[config.mk]
export PLATFORM = sky130hd
export DESIGN_NAME = dbus_decoder
export DESIGN_NICKNAME = d
export VERILOG_FILES = /design/src/rtl/ibexsis_bus_pkg.sv /design/src/rtl/resp_id_fifo.sv /design/src/rtl/dbus_decoder.sv
export SDC_FILE = /design/constraint.sdc
export NUM_CORES = 1
export LEC_CHECK = 0
export ABC_AREA = 1
export BUFFER_PORTS_ARGS = -buffer_cell sky130_fd_sc_hd__buf_2
export CELL_PAD_IN_SITES_DETAIL_PLACEMENT = 1
export CELL_PAD_IN_SITES_GLOBAL_PLACEMENT = 1
export CORE_ASPECT_RATIO = 0.6
export CORE_MARGIN = 4
export CORE_UTILIZATION = 20
export CTS_BUF_LIST = sky130_fd_sc_hd__clkbuf_4
export CTS_CLUSTER_DIAMETER = 40
export CTS_CLUSTER_SIZE = 8
export DETAILED_ROUTE_END_ITERATION = 6
export GPL_ROUTABILITY_DRIVEN = 0
export PLACE_DENSITY = 0.88
export SLEW_MARGIN = 20
export SYNTH_ARGS = -nofsm -noshare
export SYNTH_HDL_FRONTEND = slang
export SYNTH_SLANG_ARGS = --single-unit
[constraint.sdc]
create_clock -name clk_i -period 2.88 [get_ports clk_i]
set_clock_uncertainty 0.05 [all_clocks]
set_input_delay 0.288 -clock clk_i [delete_from_list [all_inputs] [get_ports clk_i]]
set_output_delay 0.288 -clock clk_i [all_outputs]
set_load 0.02 [all_outputs]
[src/rtl/ibexsis_bus_pkg.sv]
// ---------------------------------------------------------------------------
// ibexsis_bus_pkg: default data-bus address map and slave-index types. Rev 1.0
// ---------------------------------------------------------------------------
`default_nettype none

package ibexsis_bus_pkg;

   localparam int unsigned NSLV_DEF = 4;
   localparam int unsigned AW_DEF   = 32;

   // Index 0 = RAM, 1 = IO module, 2 = UART0, 3 = Timer
   localparam logic [NSLV_DEF-1:0][AW_DEF-1:0] BASE_DEF =
      {32'h0000_2014, 32'h0000_2004, 32'h0000_2000, 32'h0000_1000};
   localparam logic [NSLV_DEF-1:0][AW_DEF-1:0] SIZE_DEF =
      {32'h0000_0020, 32'h0000_0010, 32'h0000_0004, 32'h0000_1000};

   localparam int unsigned IDX_W = $clog2(NSLV_DEF + 1);
   typedef logic [IDX_W-1:0] slv_idx_t;
   localparam slv_idx_t ERR_IDX = slv_idx_t'(NSLV_DEF);

endpackage

`default_nettype wire

[src/rtl/resp_id_fifo.sv]
// ---------------------------------------------------------------------------
// resp_id_fifo: synchronous FIFO of outstanding response IDs. Rev 1.0
// ---------------------------------------------------------------------------
`default_nettype none

module resp_id_fifo #(
   parameter int unsigned DEPTH = 2,
   parameter int unsigned W     = 3
) (
   input  logic         clk_i,
   input  logic         rst_ni,
   input  logic         push_i,
   input  logic         pop_i,
   input  logic [W-1:0] din_i,
   output logic [W-1:0] dout_o,
   output logic         full_o,
   output logic         empty_o,
   output logic [W-1:0] last_o
);

   localparam int unsigned PW = (DEPTH > 1) ? $clog2(DEPTH) : 1;
   localparam int unsigned CW = $clog2(DEPTH + 1);

   logic [W-1:0]  mem_q [DEPTH];
   logic [PW-1:0] wptr_q, wptr_d, rptr_q, rptr_d;
   logic [CW-1:0] cnt_q, cnt_d;
   logic [W-1:0]  last_q;
   logic          do_push, do_pop;

   assign full_o  = (cnt_q == CW'(DEPTH));
   assign empty_o = (cnt_q == '0);
   assign dout_o  = mem_q[rptr_q];
   assign last_o  = last_q;
   assign do_push = push_i && !full_o;
   assign do_pop  = pop_i && !empty_o;

   always_comb begin
      wptr_d = wptr_q;
      rptr_d = rptr_q;
      cnt_d  = cnt_q;
      if (do_push) wptr_d = (wptr_q == PW'(DEPTH - 1)) ? '0 : wptr_q + 1'b1;
      if (do_pop)  rptr_d = (rptr_q == PW'(DEPTH - 1)) ? '0 : rptr_q + 1'b1;
      if (do_push && !do_pop)      cnt_d = cnt_q + 1'b1;
      else if (do_pop && !do_push) cnt_d = cnt_q - 1'b1;
   end

   always_ff @(posedge clk_i) begin
      if (!rst_ni) begin
         wptr_q <= '0;
         rptr_q <= '0;
         cnt_q  <= '0;
         last_q <= '0;
      end else begin
         wptr_q <= wptr_d;
         rptr_q <= rptr_d;
         cnt_q  <= cnt_d;
         if (do_push) begin
            mem_q[wptr_q] <= din_i;
            last_q        <= din_i;
         end
      end
   end

endmodule

`default_nettype wire

[src/rtl/dbus_decoder.sv]
// ---------------------------------------------------------------------------
// dbus_decoder: parametrised CPU data-bus router with in-order responses. Rev 1.0
// ---------------------------------------------------------------------------
`default_nettype none

module dbus_decoder
   import ibexsis_bus_pkg::*;
#(
   parameter int unsigned NSLV  = NSLV_DEF,
   parameter int unsigned DW    = 32,
   parameter int unsigned AW    = AW_DEF,
   parameter int unsigned SW    = 4,
   parameter int unsigned OUTST = 2,
   parameter logic [NSLV-1:0][AW-1:0] BASE = BASE_DEF,
   parameter logic [NSLV-1:0][AW-1:0] SIZE = SIZE_DEF
) (
   input  logic               clk_i,
   input  logic               rst_ni,
   input  logic               data_req_i,
   output logic               data_gnt_o,
   input  logic               data_we_i,
   input  logic [SW-1:0]      data_be_i,
   input  logic [AW-1:0]      data_addr_i,
   input  logic [DW-1:0]      data_wdata_i,
   output logic               data_rvalid_o,
   output logic [DW-1:0]      data_rdata_o,
   output logic               data_err_o,
   output logic [NSLV-1:0]    s_req_o,
   output logic               s_we_o,
   output logic [SW-1:0]      s_be_o,
   output logic [AW-1:0]      s_addr_o,
   output logic [DW-1:0]      s_wdata_o,
   input  logic [NSLV-1:0]    s_rvalid_i,
   input  logic [NSLV*DW-1:0] s_rdata_i
);

   localparam int unsigned IW  = $clog2(NSLV + 1);
   localparam logic [IW-1:0] ERR = IW'(NSLV);

   logic [IW-1:0] target, head, last;
   logic [AW-1:0] offset;
   logic          full, empty, pop;

   // Descending scan so the lowest matching index wins
   always_comb begin
      target = ERR;
      offset = '0;
      for (int k = NSLV - 1; k >= 0; k--) begin
         if (({1'b0, data_addr_i} >= {1'b0, BASE[k]}) &&
             ({1'b0, data_addr_i} <  ({1'b0, BASE[k]} + {1'b0, SIZE[k]}))) begin
            target = IW'(k);
            offset = data_addr_i - BASE[k];
         end
      end
   end

   // Switching targets only from an empty FIFO keeps responses in order
   assign data_gnt_o = data_req_i && !full && (empty || (target == last));

   always_comb begin
      s_req_o = '0;
      for (int k = 0; k < NSLV; k++) begin
         s_req_o[k] = data_gnt_o && (target == IW'(k));
      end
   end

   assign s_we_o    = data_we_i;
   assign s_be_o    = data_be_i;
   assign s_addr_o  = offset;
   assign s_wdata_o = data_wdata_i;

   always_comb begin
      data_rvalid_o = 1'b0;
      data_err_o    = 1'b0;
      data_rdata_o  = '0;
      pop           = 1'b0;
      if (!empty) begin
         if (head == ERR) begin
            data_rvalid_o = 1'b1;
            data_err_o    = 1'b1;
            pop           = 1'b1;
         end else begin
            for (int k = 0; k < NSLV; k++) begin
               if (head == IW'(k)) begin
                  data_rvalid_o = s_rvalid_i[k];
                  data_rdata_o  = s_rdata_i[k*DW +: DW];
                  pop           = s_rvalid_i[k];
               end
            end
         end
      end
   end

   resp_id_fifo #(
      .DEPTH (OUTST),
      .W     (IW)
   ) u_resp_id_fifo (
      .clk_i   (clk_i),
      .rst_ni  (rst_ni),
      .push_i  (data_gnt_o),
      .pop_i   (pop),
      .din_i   (target),
      .dout_o  (head),
      .full_o  (full),
      .empty_o (empty),
      .last_o  (last)
   );

endmodule

`default_nettype wire

==> out/qor.log <==
qor: setup_path.crit_type input pin to output pin
qor: layout.layout.nets 958
qor: sta.period_needed 2.85 ns
qor: outcome.run_status complete, no violations
qor: synthesis.postSynthRegisterBits 14
qor: power_and_ir_drop.ir_worst_vdd 0.209 mV
qor: layout.area_delta_synth_final 55.0%
qor: detailed_routing.detail_route.wl_per_cell 17.9 um
qor: hold_path.holdCritPathClass input pin to flip-flop
qor: grt.largest_net_degree_at_the_start_of_global_routing 34
qor: placed_design.port_buffers 237
qor: clocking.htree_depth 1
qor: layout.drive_gt1_frac 0.480
qor: setup_path.cp_data_required_time 2.54 ns
qor: die.floorplan.die.height 104 um
qor: clocking.holdBufCountCts 0
qor: setup_path.r2r_cells 12
qor: grt.grt_total_usage 0.171
qor: power_and_ir_drop.clkPwrFrac 0.071
qor: die.placement_row_count 34
qor: die.core-area 14800 um^2
qor: power_and_ir_drop.power.switching_fraction 0.530
qor: synthesis.seq_total_area_yosys 0.110
qor: die.start_util 0.208
qor: setup_path.reg2reg_slack 0.29 ns
qor: power_and_ir_drop.p_seq_frac 0.176
qor: hold_path.whs_path_depth 3
qor: sta.grt_setup_unrepaired true
qor: sta.maxClockFrequency 0.351 GHz
qor: grt.global_route_wire_length_before_repair 24.4 mm
qor: setup_path.crit_path_max_fanout 8
qor: synthesis.synthesis.area_per_instance 5.85 um^2
qor: sta.period_share 0.989
qor: sta.total_negative_setup_slacks 0 ns
qor: synthesis.synth_edf_count 6
qor: detailed_routing.drt-vias-per-instance 4.78
qor: layout.final_common_cell sky130_fd_sc_hd__buf_2
qor: grt.antenna_found_initial 0
qor: clocking.cts-root-to-sink-buffers 2
qor: clocking.clock_latency 0.28 ns
qor: setup_path.worst_ep_arrival_time 2.51 ns
qor: detailed_routing.dr_total_vias 4494
qor: power_and_ir_drop.power.combinational.fraction 0.753
qor: detailed_routing.finalWirelength 16.8 mm
qor: layout.multi_input_comb_area 2370 um^2
qor: die.io_pins 312
qor: clocking.cts.root.buffer_cell sky130_fd_sc_hd__clkbuf_4
qor: power_and_ir_drop.report.power.total 1690 uW
qor: power_and_ir_drop.total_leakage_power 0.00248 uW
qor: sta.setup_viol 0
qor: hold_path.holdPathEnd u_resp_id_fifo.last_o[1]
qor: power_and_ir_drop.power.net_switching 893 uW
qor: setup_path.startpoint_type input pin
qor: hold_path.timing.hold.worst.start rst_ni
qor: setup_path.cp-end-kind output pin
qor: sta.actual_slew_at_the_worst_max_slew_pin 0.776 ns
qor: clocking.path_clk_slew 0.09 ns
qor: synthesis.ys_async_sr_fraction 0
qor: grt.global_route.overflow_total 0
qor: setup_path.reg_to_reg_end u_resp_id_fifo.cnt_q[1]
qor: detailed_routing.drc 0
qor: sta.maxSlewHeadroom 0.478
qor: clocking.cts-buffers-inserted 3
qor: layout.antenna_diodes 0
qor: clocking.clkSinkCount 14
qor: layout.final-seq-area 340 um^2
qor: detailed_routing.final_antenna_net_count 0
qor: synthesis.syn-instance-count 527
qor: power_and_ir_drop.internal_power 793 uW
qor: layout.finalCoreUtilization 0.322
qor: die.full_die_area 17500 um^2
qor: run.timing.max_cap.violations 0
qor: layout.fillCellCount 1966
qor: synthesis.mappedNetlistNets 741
qor: sta.slew_viol_final 0
qor: die.dieWidth 168 um
qor: power_and_ir_drop.power_density 353 nW/um^2
qor: placed_design.hpwl_reported_at_the_end_of_detailed_placement 13.6 mm
qor: synthesis.ys_types 38
qor: synthesis.synth-main-ff-cell sky130_fd_sc_hd__dfxtp_1
qor: synthesis.synth.cell_area 3080 um^2
qor: clocking.clock_tree_from_tritoncts done
qor: synthesis.yosys_warnings 0
qor: sta.finalHoldViolCount 0
qor: placed_design.placedInstanceArea 4340 um^2
qor: layout.most-common-layout-cells sky130_fd_sc_hd__buf_2 (229), sky130_fd_sc_hd__nor2_1 (104), sky130_fd_sc_hd__nand2_1 (61)
qor: detailed_routing.drt-pass1-iter-count 4
qor: detailed_routing.drt-initial-drc-count 245
qor: grt.via_count_of_the_first_global_routing_pass 4369
qor: layout.final_design_area_no_fill 4770 um^2
==> cell families (layout without fill, tap and decap cells) <==
family	count (synthesis)	in the layout	share of synthesized area
flip-flops	14	14	0.110
multiplexers	1	1	0.00325
adder cells (fa/ha/maj)	10	10	0.0406
XOR/XNOR	9	9	0.0256
AND/OR/NAND/NOR	277	277	0.417
buffers and inverters	120	336	0.195
AO/OA/AOI/OAI	96	96	0.208
==> synth_stat cells (all sizes together) (2+ instances only) <==
library cell	count	share of area
edfxtp	6	0.058
buf	39	0.095
nor3	6	0.015
inv	60	0.075
nand3	11	0.021
clkbuf	21	0.026
dfxtp	8	0.052
a211oi	2	0.0049
a221oi	32	0.091
nor2	137	0.18
o21ai	26	0.042
nor4	32	0.065
o31ai	10	0.024
nand2	87	0.13
a21oi	22	0.036
xor2	9	0.026
ha	10	0.041
==> per-stage QoR <==
step	hold WS, ns	setup WS [ns]	cells
after global routing	0.275	-0.0663	941
after CTS	0.260	-0.00853	927
after global placement	0.387	-0.0235	922
after floorplan	0.376	0.146	527
final	0.277	0.0328	941
after detailed placement	0.398	-0.136	922
==> layout make-up <==
type / instances / share of cell area
timing repair buffer: 272 / 0.324
inverter: 60 / 0.0509
clock inverter: 1 / 0.000786
multi-input combinational: 393 / 0.497
clock buffer: 3 / 0.00472
sequential: 14 / 0.0713
tap: 198 / 0.0519
==> metal layers <==
| metal | GRT usage | part of all wire | vias up |
|---|---|---|---|
| li1 | - | - | 2181 |
| met2 | 0.256 | 0.45 | 197 |
| met4 | 0.0284 | 0.014 | 0 |
| met3 | 0.0661 | 0.10 | 18 |
| met1 | 0.236 | 0.43 | 2098 |
| met5 | 0 | 0 | - |
==> worst max-delay path, cell delays in order <==
cell,delay (ns)
sky130_fd_sc_hd__buf_4,0.15
sky130_fd_sc_hd__inv_4,0.08
sky130_fd_sc_hd__ha_4,0.15
sky130_fd_sc_hd__nand2_1,0.07
sky130_fd_sc_hd__nor2_1,0.13
sky130_fd_sc_hd__nand2_1,0.09
sky130_fd_sc_hd__o21ai_2,0.18
sky130_fd_sc_hd__nand2_2,0.14
sky130_fd_sc_hd__nand3_4,0.13
sky130_fd_sc_hd__nand2_1,0.09
sky130_fd_sc_hd__nand2_1,0.11
sky130_fd_sc_hd__nand2_1,0.07
sky130_fd_sc_hd__nand2_1,0.06
sky130_fd_sc_hd__nand2_1,0.06
sky130_fd_sc_hd__nand2_2,0.09
sky130_fd_sc_hd__nand2_4,0.06
sky130_fd_sc_hd__buf_12,0.18
sky130_fd_sc_hd__nor3_4,0.20
sky130_fd_sc_hd__buf_6,0.15
==> power groups by stage <==
stage	Sequential, uW	Combinational (uW)	Clock [uW]
after floorplan	288	764	0
after global placement	294	1120	0
after detailed placement	298	1150	0
after CTS	294	1170	124
after global routing	304	1390	131
final	296	1270	120
==> worst max-delay path by stage <==
stage / start / end
floorplan: data_addr_i[2] / u_resp_id_fifo.cnt_q[1]
global placement: data_addr_i[12] / s_req_o[2]
detailed placement: data_addr_i[3] / u_resp_id_fifo.cnt_q[1]
CTS: data_addr_i[3] / s_req_o[2]
global route: data_addr_i[12] / s_req_o[3]
finish: data_addr_i[12] / s_req_o[3]
==> timing repair <==
item | CTS | global route
pin swaps | 2 | 28
buffers inserted | 1 | 14
setup endpoints to repair | 6 | 44
gates resized for setup | 8 | 86
==> state kept, by name (all words and copies together) (netlist names), named ones only <==
name / cells
u_resp_id_fifo.rptr_q: 1
u_resp_id_fifo.mem_q: 6
u_resp_id_fifo.wptr_q: 1
u_resp_id_fifo.cnt_q: 2
u_resp_id_fifo.last_o: 3
(Power assumes the default switching activity.)
